<file path="src/rtl/proc_pkg.sv">
// Shared processor definitions: program-counter width, address type and the
// next-PC source selector used by the program counter.
package proc_pkg;

  localparam int PC_W = 10;

  typedef logic [PC_W-1:0] pc_t;

  typedef enum logic [1:0] {
    PC_HOLD,
    PC_ABS,
    PC_REL,
    PC_INC
  } pc_sel_e;

endpackage

</file>
<file path="src/rtl/prog_ctr_next.sv">
// Combinational next-PC selection: priority decode of hold / absolute jump /
// relative branch / increment, all arithmetic wrapping modulo 2^PC_W.
module prog_ctr_next #(
  parameter int PC_W = proc_pkg::PC_W
) (
  input  logic [PC_W-1:0] pc,
  input  logic            start,
  input  logic            branch_abs,
  input  logic            branch_rel,
  input  logic            decision,
  input  logic            alu_flag,
  input  logic [PC_W-1:0] target,
  output logic [PC_W-1:0] next_pc
);
  import proc_pkg::*;

  logic            rel_taken;
  logic [PC_W-1:0] rel_sum;
  logic [PC_W-1:0] inc_sum;
  pc_sel_e         sel;

  assign rel_taken = branch_rel & (decision | alu_flag);

  // Same-width two's-complement add equals a sign-extended add, truncated.
  assign rel_sum = pc + target;
  assign inc_sum = pc + PC_W'(1);

  always_comb begin
    sel = PC_INC;
    if (start)
      sel = PC_HOLD;
    else if (branch_abs)
      sel = PC_ABS;
    else if (rel_taken)
      sel = PC_REL;
  end

  always_comb begin
    next_pc = pc;
    case (sel)
      PC_HOLD: next_pc = pc;
      PC_ABS:  next_pc = target;
      PC_REL:  next_pc = rel_sum;
      PC_INC:  next_pc = inc_sum;
      default: next_pc = pc;
    endcase
  end

endmodule

</file>
<file path="src/rtl/prog_ctr.sv">
// Program counter: registered instruction-memory address with asynchronous
// active-low reset, next value chosen by prog_ctr_next.
module prog_ctr #(
  parameter int              PC_W       = proc_pkg::PC_W,
  parameter logic [PC_W-1:0] RESET_ADDR = '0
) (
  input  logic            Clk,
  input  logic            Reset,
  input  logic            Start,
  input  logic            BranchAbs,
  input  logic            BranchRel,
  input  logic            Decision,
  input  logic            ALU_flag,
  input  logic [PC_W-1:0] Target,
  output logic [PC_W-1:0] ProgCtr
);

  logic [PC_W-1:0] next_pc;

  prog_ctr_next #(
    .PC_W(PC_W)
  ) u_next (
    .pc        (ProgCtr),
    .start     (Start),
    .branch_abs(BranchAbs),
    .branch_rel(BranchRel),
    .decision  (Decision),
    .alu_flag  (ALU_flag),
    .target    (Target),
    .next_pc   (next_pc)
  );

  always_ff @(posedge Clk or negedge Reset) begin
    if (!Reset)
      ProgCtr <= RESET_ADDR;
    else
      ProgCtr <= next_pc;
  end

endmodule

</file>
<file path="config.mk">
export PLATFORM = sky130hd
export DESIGN_NAME = prog_ctr
export DESIGN_NICKNAME = d
export VERILOG_FILES = /design/src/rtl/proc_pkg.sv /design/src/rtl/prog_ctr_next.sv /design/src/rtl/prog_ctr.sv
export SDC_FILE = /design/constraint.sdc
export NUM_CORES = 1
export LEC_CHECK = 0
export ABC_AREA = 1
export CAP_MARGIN = 20
export CORE_UTILIZATION = 48
export DETAILED_ROUTE_END_ITERATION = 8
export HOLD_SLACK_MARGIN = 0.12
export PLACE_DENSITY = 0.81
export SLEW_MARGIN = 20
export SYNTH_ARGS = -nofsm -noshare
export SYNTH_HDL_FRONTEND = slang
export SYNTH_SLANG_ARGS = --single-unit
</file>
<file path="constraint.sdc">
create_clock -name Clk -period 2.5 [get_ports Clk]
set_clock_uncertainty 0.2 [all_clocks]
set_input_delay 0.5 -clock Clk [delete_from_list [all_inputs] [get_ports Clk]]
set_output_delay 0.5 -clock Clk [all_outputs]
set_load 0.02 [all_outputs]
</file>
### Word level (Yosys, flattened, before mapping)

Cells that the tools add are included.

* register bits: 10
* bits of input ports: 17
* output and inout port bits: 10
* word-level logic and storage cells: 13

* $add $sub $neg: 2
* equality and inequality tests: 3
* mux-type cells: 4
* bitwise logic cells: 2
* reduce and logical (&&, ||, !) cells: 1

Operators by type and width (number)
* one-hot mux 10 bit (3 select lines): 1
* adder 10 x 1 -> 10 bit, second input constant: 1
* adder 10 bit: 1
* == test 2 bit, second input constant: 2
* two-way mux 2 bit: 2
* == test 2 x 1 -> 1 bit, second input constant: 1
* zero test 2 bit: 1
* AND 1 bit: 1
* two-way mux 1 bit: 1
* OR 1 bit: 1

### Depth between registers and ports, before layout

Gate-level depths: netlist of the first run.

* word-level depth: 7
* mapped depth: 17
* mapped depth without buffers: 16

### Modules after synthesis

Synthesis of the first run repeated with hierarchy kept, for this count alone.

* cells, all modules: 164
* area total of the unflattened synthesis: 1069.8 um2

By module, submodules not included
* prog_ctr_next: instances 1, cells each 154, area each 819.5 um2, seq. area each 0.0 um2
* prog_ctr: instances 1, cells each 10, area each 250.2 um2, seq. area each 250.2 um2

### Worst setup path after synthesis of the first run

OpenSTA, ideal clock, no wires.

* path type: input -> register
* start point: input BranchAbs
* end point: register ProgCtr[6]
* data arrival time: 2122 ps
* data required time: 2177 ps
* path slack: 55 ps
* stages on the path: 13
* path buffers: 1
* path through: buf_6 nor2_8 nand2_4 inv_2 or2_1 ha_1 fa_1 nand3_1 nand2_1 nand2_1 a21oi_1 o21ai_0 nand2_1

* longest elaborated chain between the ends: 4

RTL lines
* start: declaration: RTL line prog_ctr.sv:10 `input logic BranchAbs,`
* two-way mux 2 bit (*): RTL line prog_ctr_next.sv:32 `else if (branch_abs)`
* two-way mux 2 bit (*): RTL line prog_ctr_next.sv:30 `if (start)`
* == test 2 bit or == test 2 x 1 -> 1 bit (tied branches): RTL line prog_ctr_next.sv:40 `case (sel)`
* one-hot mux 10 bit (3 select lines): RTL line prog_ctr_next.sv:40
* end signal: assignment: RTL line prog_ctr.sv:37 `ProgCtr <= next_pc;`
* end: declaration: RTL line prog_ctr.sv:15 `output logic [PC_W-1:0] ProgCtr`

Every way passes the cells marked *; elsewhere a longest branch is shown, timed or not.
A chain may end at the register's enable or synchronous reset.

### Worst setup path after layout of the first run

* start point: input Start
* end point: register ProgCtr[8]

* longest elaborated chain between the ends: 3

RTL lines
* start: declaration: RTL line prog_ctr.sv:9 `input logic Start,`
* two-way mux 2 bit (*): RTL line prog_ctr_next.sv:30
* == test 2 bit or == test 2 x 1 -> 1 bit (tied branches): RTL line prog_ctr_next.sv:40
* one-hot mux 10 bit (3 select lines): RTL line prog_ctr_next.sv:40

Marked as above.

==> results of run 1 <==
cell usage in the layout, fill, tap and decap left out, drive strengths merged:
cell type and n:
fa 1, buf 16, or2 1, clkbuf 3, nand2 54, ha 9
a21oi 10, clkdlybuf4s50 21, xor2 3, nor2 17, nand4 1, o311ai 1
dlymetal6s2s 3, dlygate4sd2 2, o21a 1, nand3 15, dfrtp 10, o21ai 12
inv 23
power groups by stage:
stage | sequential [uW] | clock (uW) | combinational [uW]
floorplan | 249 | 0 | 233
global placement | 217 | 0 | 437
detailed placement | 219 | 0 | 446
CTS | 216 | 125 | 461
global route | 222 | 136 | 534
finish | 218 | 120 | 481
through the flow:
stage               total power [uW]  setup slack, ns  hold WS (ns)  util, %
floorplan                        482           0.0554       0.00441        -
global placement                 654           -0.454         0.294     71.1
detailed placement               665           -0.520         0.306     71.1
CTS                              803          0.00501         0.324     73.4
global route                     892          -0.0258         0.374     75.4
finish                           819           0.0793         0.321     75.4
routing by layer:
layer | GRT usage (%) | wire length [um] | part of all wire (%) | vias to the layer above
met5 | 0 | 0 | 0 | -
met4 | 11.1 | 35 | 1.2 | 0
met2 | 45.1 | 1410 | 50 | 38
met3 | 3.70 | 161 | 5.7 | 5
li1 | - | - | - | 601
met1 | 31.9 | 1210 | 43 | 530
worst paths after layout:
kind,slack [ns],cells past startpoint,to,start
setup reg to reg,0.60,10,ProgCtr[8],ProgCtr[0]
hold reg to reg,0.32,2,ProgCtr[8],ProgCtr[8]
setup / recovery,0.08,15,ProgCtr[8],Start
hold / removal,0.32,2,ProgCtr[8],ProgCtr[8]
min in group asynchronous,0.36,1,ProgCtr[2],Reset
max in group asynchronous,1.39,1,ProgCtr[7],Reset
cell type report:
cell class	count	share of cell area [%]
Timing Repair Buffer	42	25.8
Clock buffer	3	1.51
Multi-Input combinational cell	125	47.9
Tap cell	27	2.26
Sequential cell	10	16.8
Inverter	23	5.78
kinds of logic (layout without fill, tap and decap cells):
group | Yosys count | in the layout | share of synthesized area (%)
simple gates | 88 | 88 | 37.0
buf+inv | 25 | 68 | 10.8
compound gates | 24 | 24 | 12.3
fa+ha+maj | 10 | 10 | 12.9
flops | 10 | 10 | 24.4
xor+xnor | 3 | 3 | 2.56
Yosys cell counts:
| library cell | instances |
|---|---|
| xor2_1 | 3 |
| nand2_4 | 1 |
| buf_6 | 1 |
| o21ai_1 | 1 |
| clkbuf_8 | 1 |
| inv_2 | 1 |
| inv_1 | 22 |
| nand3_1 | 15 |
| nand2_2 | 1 |
| nor2_1 | 16 |
| nand4_1 | 1 |
| o21ai_0 | 11 |
| fa_1 | 1 |
| ha_1 | 9 |
| nand2_1 | 52 |
| a21oi_1 | 10 |
| dfrtp_1 | 10 |
| o21a_1 | 1 |
| nor2_8 | 1 |
| or2_1 | 1 |
| o311ai_0 | 1 |
timing repair:
item	4_1_cts	5_1_grt
resized for setup	11	8
hold endpoints to repair	0	0
pin swaps	4	5
buffers inserted	0	1
setup endpoints to repair	7	6
critical path: cells and delay by family:
kind,cells,cell delay (ns)
buf+inv,2,0.38
fa+ha+maj,2,0.56
simple gates,11,0.92
==> run_results.csv, run 1 <==
group,metric,value,unit
layout,antenna_cells,0,
layout,multi_input_area,716,um^2
route,drc,0,
place,dp_hpwl,2.09,mm
sta,fin_crit_sh,96.8,%
pwr,internal_power,473,uW
logic_synthesis,syn_inst,160,
worst_setup_path,critical_path_arrival,2.39,ns
logic_synthesis,synth_area,1030,um^2
route,wirelength,2.82,mm
global_routing,grt_max_degree,15,
worst_setup_path,startpoint_type,"primary input",
logic_synthesis,netlist.area_leader.share,24.4,%
floorplanning,initial_core_util,51.8,%
sta,tns,0,ns
layout,top_regs,"ProgCtr (10)",
route,ant_nets,0,
worst_setup_path,endpoint_kind,"flip-flop",
clock_tree,htree_num_levels,1,
sta,setup_viol,0,
layout,seq_area,250,um^2
sta,tightest_slew,0.519,ns
pwr,comb_power_share,58.7,%
pwr,powerDensity,548,nW/um^2
logic_synthesis,ys_warn_count,0,
route,vias_per_cell,5.10,
logic_synthesis,syn_area_per_cell,6.42,um^2
route,vias,1174,
route,routedWlPerCell,12.3,um
pwr,seq_power_share,26.6,%
place,post-place-cells,226,
layout,nets,232,
worst_setup_path,crit_top_cell,"nand2_1",
clock_tree,insertion_delay,0.28,ns
pwr,irDropWorstVdd,0.415,mV
worst_setup_path,critical_path_required,2.47,ns
sta,timing.fmax,0.413,GHz
floorplanning,die-area,2330,um^2
clock_tree,tritoncts.num_buffers,3,
floorplanning,core-area,1980,um^2
layout,top_register,"ProgCtr",
place,placedInstanceArea,1410,um^2
place,port-buffer-count,26,
layout,largest_register_ffs,10,
clock_tree,clockBufferDepth,2,
floorplanning,die_w,48.3,um
logic_synthesis,synth_nets,187,
place,finalWeightedCongestion,0.919,
run,max-cap-violations,0,
layout,fillers,165,
clock_tree,cts_tree,"yes",
global_routing,grt.total_usage,26.0,%
sta,relSlewSlack,65.3,%
pwr,power_leakage,0.000819,uW
global_routing,overflow,0,
pwr,clock_power_share,14.7,%
clock_tree,cts_root_buf,"clkbuf_4",
outcome,status,"finished clean",
route,drt-pass1-iter-count,4,
layout,instances_no_fill,230,
pwr,switchingPower,346,uW
worst_setup_path,crit_chain,"dlygate4sd2_1, nor2_8, nand2_4, inv_2, or2_4, ha_4, fa_2, nand3_2, nand2_2, nand4_1, nand2_1, nand2_1, nand3_1, nand2_1, nand2_1",
global_routing,grt_pass1_wl,4.12,mm
worst_setup_path,worstSetupPathType,"primary input to flip-flop",
logic_synthesis,synth.ff_latch_count,10,
logic_synthesis,synth.largest_area_cell,"dfrtp_1",
floorplanning,boundaryPins,27,
route,first_iter_violations,23,
logic_synthesis,synth.distinct_cells,21,
clock_tree,clk_pin_slew_worst_paths,0.07,ns
logic_synthesis,yosys-top-cells-area,"dfrtp_1 (24%), nand2_1 (19%), ha_1 (11%), inv_1 (8.0%), nand3_1 (7.3%)",
floorplanning,num_rows,16,
sta,drv_slew,0,
layout,drive_gt1_share,16.3,%
floorplanning,die_h,48.3,um
layout,final_area,1490,um^2
worst_setup_path,path_max_fanout,4,
sta,finalHoldViolations,0,
clock_tree,cts.sinks,10,
clock_tree,cts_hold_buf,0,
global_routing,grt_pass1_vias,1020,
global_routing,antenna_found_initial,0,
pwr,swShare,42.2,%
layout,syn2layout_area_growth,45.4,%
worst_setup_path,critPathMaxStageDelay,0.40,ns
min_path,hold_path.class,"flip-flop to flip-flop",
sta,finalCriticalPeriod,2.42,ns
logic_synthesis,synth-seq-area-share,24.4,%
worst_setup_path,crit_slowest_cell,"fa_2",
(Power assumes the default switching activity.)
==> inputs of run 2 (changes only) <==
--- a/config.mk
+++ b/config.mk
@@ -7,10 +7,11 @@
 export LEC_CHECK = 0
 export ABC_AREA = 1
 export CAP_MARGIN = 20
-export CORE_UTILIZATION = 48
+export CORE_UTILIZATION = 55
 export DETAILED_ROUTE_END_ITERATION = 8
+export DONT_BUFFER_PORTS = 1
 export HOLD_SLACK_MARGIN = 0.12
-export PLACE_DENSITY = 0.81
+export PLACE_DENSITY = 0.75
 export SLEW_MARGIN = 20
 export SYNTH_ARGS = -nofsm -noshare
 export SYNTH_HDL_FRONTEND = slang
==> constraint.sdc (replaced) <==
create_clock -name Clk -period 2 [get_ports Clk]
set_clock_uncertainty 0.2 [all_clocks]
set_input_delay 0.4 -clock Clk [delete_from_list [all_inputs] [get_ports Clk]]
set_output_delay 0.4 -clock Clk [all_outputs]
set_load 0.02 [all_outputs]
==> run 2 against run 1 <==
Worst hold slack got worse by 0.20 ns. Register-to-register slack lost 0.42 ns. Critical path depth fell by 1. Power rose by 21%. Global-route usage rose by 2.6 points. First-iteration DRC count grew 26%. Combinational power increased by 2%. Non-clock buffer count down 22. Critical endpoint unchanged. Largest power group unchanged.
==> run_results.csv, run 2 (synthesized netlist as in run 1, its figures left out) <==
group,metric,value,unit
layout,final_area,1290,um^2
place,place_worst_setup_slack,-0.241,ns
worst_setup_path,path_max_fanout,9,
floorplanning,core-area,1750,um^2
route,drt-pass1-iter-count,4,
place,dp_hpwl,1.83,mm
place,post-place-cells,197,
clock_tree,tritoncts.num_buffers,3,
clock_tree,cts_tree,"yes",
pwr,irDropWorstVdd,0.563,mV
min_path,hold_path.class,"primary input to flip-flop",
sta,fin_crit_sh,94.6,%
layout,top_regs,"ProgCtr (10)",
route,first_iter_violations,29,
worst_setup_path,critPathTopFamily,"simple AND/OR/NAND/NOR gates",
worst_setup_path,crit_slowest_cell,"fa_2",
global_routing,antenna_found_initial,0,
layout,instances_no_fill,207,
sta,rsz0062_at_grt,"true",
route,ant_nets,0,
layout,top_register,"ProgCtr",
sta,finalWorstSetupSlack,0.108,ns
worst_setup_path,crit_top_cell,"nand2_1",
clock_tree,htree_num_levels,1,
layout,drive_gt1_share,18.1,%
pwr,powerDensity,770,nW/um^2
place,finalWeightedCongestion,0.868,
sta,tns,0,ns
sta,relSlewSlack,64.6,%
worst_setup_path,critical_path_arrival,1.87,ns
floorplanning,die-area,2040,um^2
global_routing,grt_max_degree,14,
route,wirelength,2.56,mm
global_routing,overflow,0,
worst_setup_path,endpoint_kind,"flip-flop",
route,routedWlPerCell,12.3,um
floorplanning,num_rows,15,
worst_setup_path,critical_path_required,1.98,ns
sta,finalHoldViolations,0,
sta,drv_slew,0,
sta,tightest_slew,0.529,ns
route,vias,1103,
clock_tree,clockBufferDepth,2,
clock_tree,cts_root_buf,"clkbuf_4",
layout,syn2layout_area_growth,25.6,%
layout,antenna_cells,0,
run,max-cap-violations,0,
layout,largest_register_ffs,10,
global_routing,grt_pass1_wl,4.17,mm
layout,final_cell_mix,"nand2_1 (51), inv_1 (22), nor2_1 (15), buf_4 (15), nand3_1 (13)",
floorplanning,initial_core_util,58.9,%
worst_setup_path,critPathMaxStageDelay,0.37,ns
floorplanning,die_w,45.2,um
route,vias_per_cell,5.33,
clock_tree,cts.sinks,10,
place,placedInstanceArea,1160,um^2
layout,nets,210,
outcome,status,"finished clean",
sta,finalCriticalPeriod,1.89,ns
sta,timing.fmax,0.529,GHz
worst_setup_path,crit_chain,"o21ai_2, nand2_4, inv_6, or2_1, ha_2, fa_2, nand3_2, nand2_2, nand4_1, nand2_1, nand2_1, nand3_1, nand2_1, nand2_1",
clock_tree,clk_pin_slew_worst_paths,0.08,ns
sta,setup_viol,0,
layout,final_common_cell,"nand2_1",
route,drc,0,
worst_setup_path,worst-path-buf-inv,1,
clock_tree,insertion_delay,0.28,ns
floorplanning,die_h,45.2,um
global_routing,grt.total_usage,28.6,%
pwr,power_leakage,0.000707,uW
place,port-buffer-count,0,
floorplanning,boundaryPins,27,
global_routing,grt_pass1_vias,1032,
worst_setup_path,worstSetupPathType,"primary input to flip-flop",
worst_setup_path,startpoint_type,"primary input",
pwr,p_total,993,uW
[run 2: changes by cell type in the layout (fill, tap and decap cells not counted), sizes merged]
cell | previous run | this run
clkdlybuf4s50 | 21 | 0
dlymetal6s2s | 3 | 0
dlygate4sd3 | 0 | 5
buf | 16 | 15
dlygate4sd2 | 2 | 0
clkbuf | 3 | 4
[run 2: routing by layer]
| metal | wire, um | vias to the layer above | track usage, % |
|---|---|---|---|
| li1 | - | 554 | - |
| met1 | 1160 | 503 | 36.5 |
| met2 | 1190 | 37 | 46.7 |
| met3 | 140 | 9 | 6.00 |
| met4 | 65 | 0 | 12.1 |
| met5 | 0 | - | 0 |
[run 2: timing repair]
item / in CTS / in global routing
hold buffers: 5 / 0
setup buffers: 0 / 1
endpoints found under the setup margin: 0 / 5
gates resized for setup: 0 / 6
hold endpoints to repair: 18 / 0
[run 2: metrics by stage]
stage	hold WS, ns	utilization (%)
after global placement	-0.0954	66.6
after floorplan	-0.0956	-
after detailed placement	-0.0954	66.6
after CTS	0.123	71.5
after global routing	0.124	73.9
final	0.119	73.9
[run 2: worst paths after layout]
path,cells past startpoint,endpoint,from,slack (ns)
max,14,ProgCtr[8],ALU_flag,0.11
min,2,ProgCtr[3],Target[3],0.12
max reg2reg,11,ProgCtr[9],ProgCtr[4],0.18
min reg2reg,2,ProgCtr[8],ProgCtr[8],0.46
max in group asynchronous,1,ProgCtr[4],Reset,0.92
min in group asynchronous,1,ProgCtr[2],Reset,0.33
[run 2: layout make-up]
cell class	instances	area (um^2)
multi-input combinational	125	718
fill	154	455
sequential	10	250
timing repair buffer	20	163
inverter	23	91.3
clock buffer	4	36.3
tap	25	31.3
[run 2: worst reg2reg max path, cell delays in order, from the launching register on]
cell and delay (ns):
dfrtp_1 0.47, ha_1 0.38, nand2_1 0.09, nand2_1 0.07
inv_1 0.08, nand2_1 0.05, nand2_1 0.07, nand3_1 0.07
nand2_1 0.06, nand3_1 0.07, nand2_1 0.06, nand2_1 0.04
[run 2: power by group]
group          total (uW)  internal [uW]  switching [uW]
combinational         492            228             264
sequential            304            236            67.8
clock                 198            111            87.1
total                 993            574             419
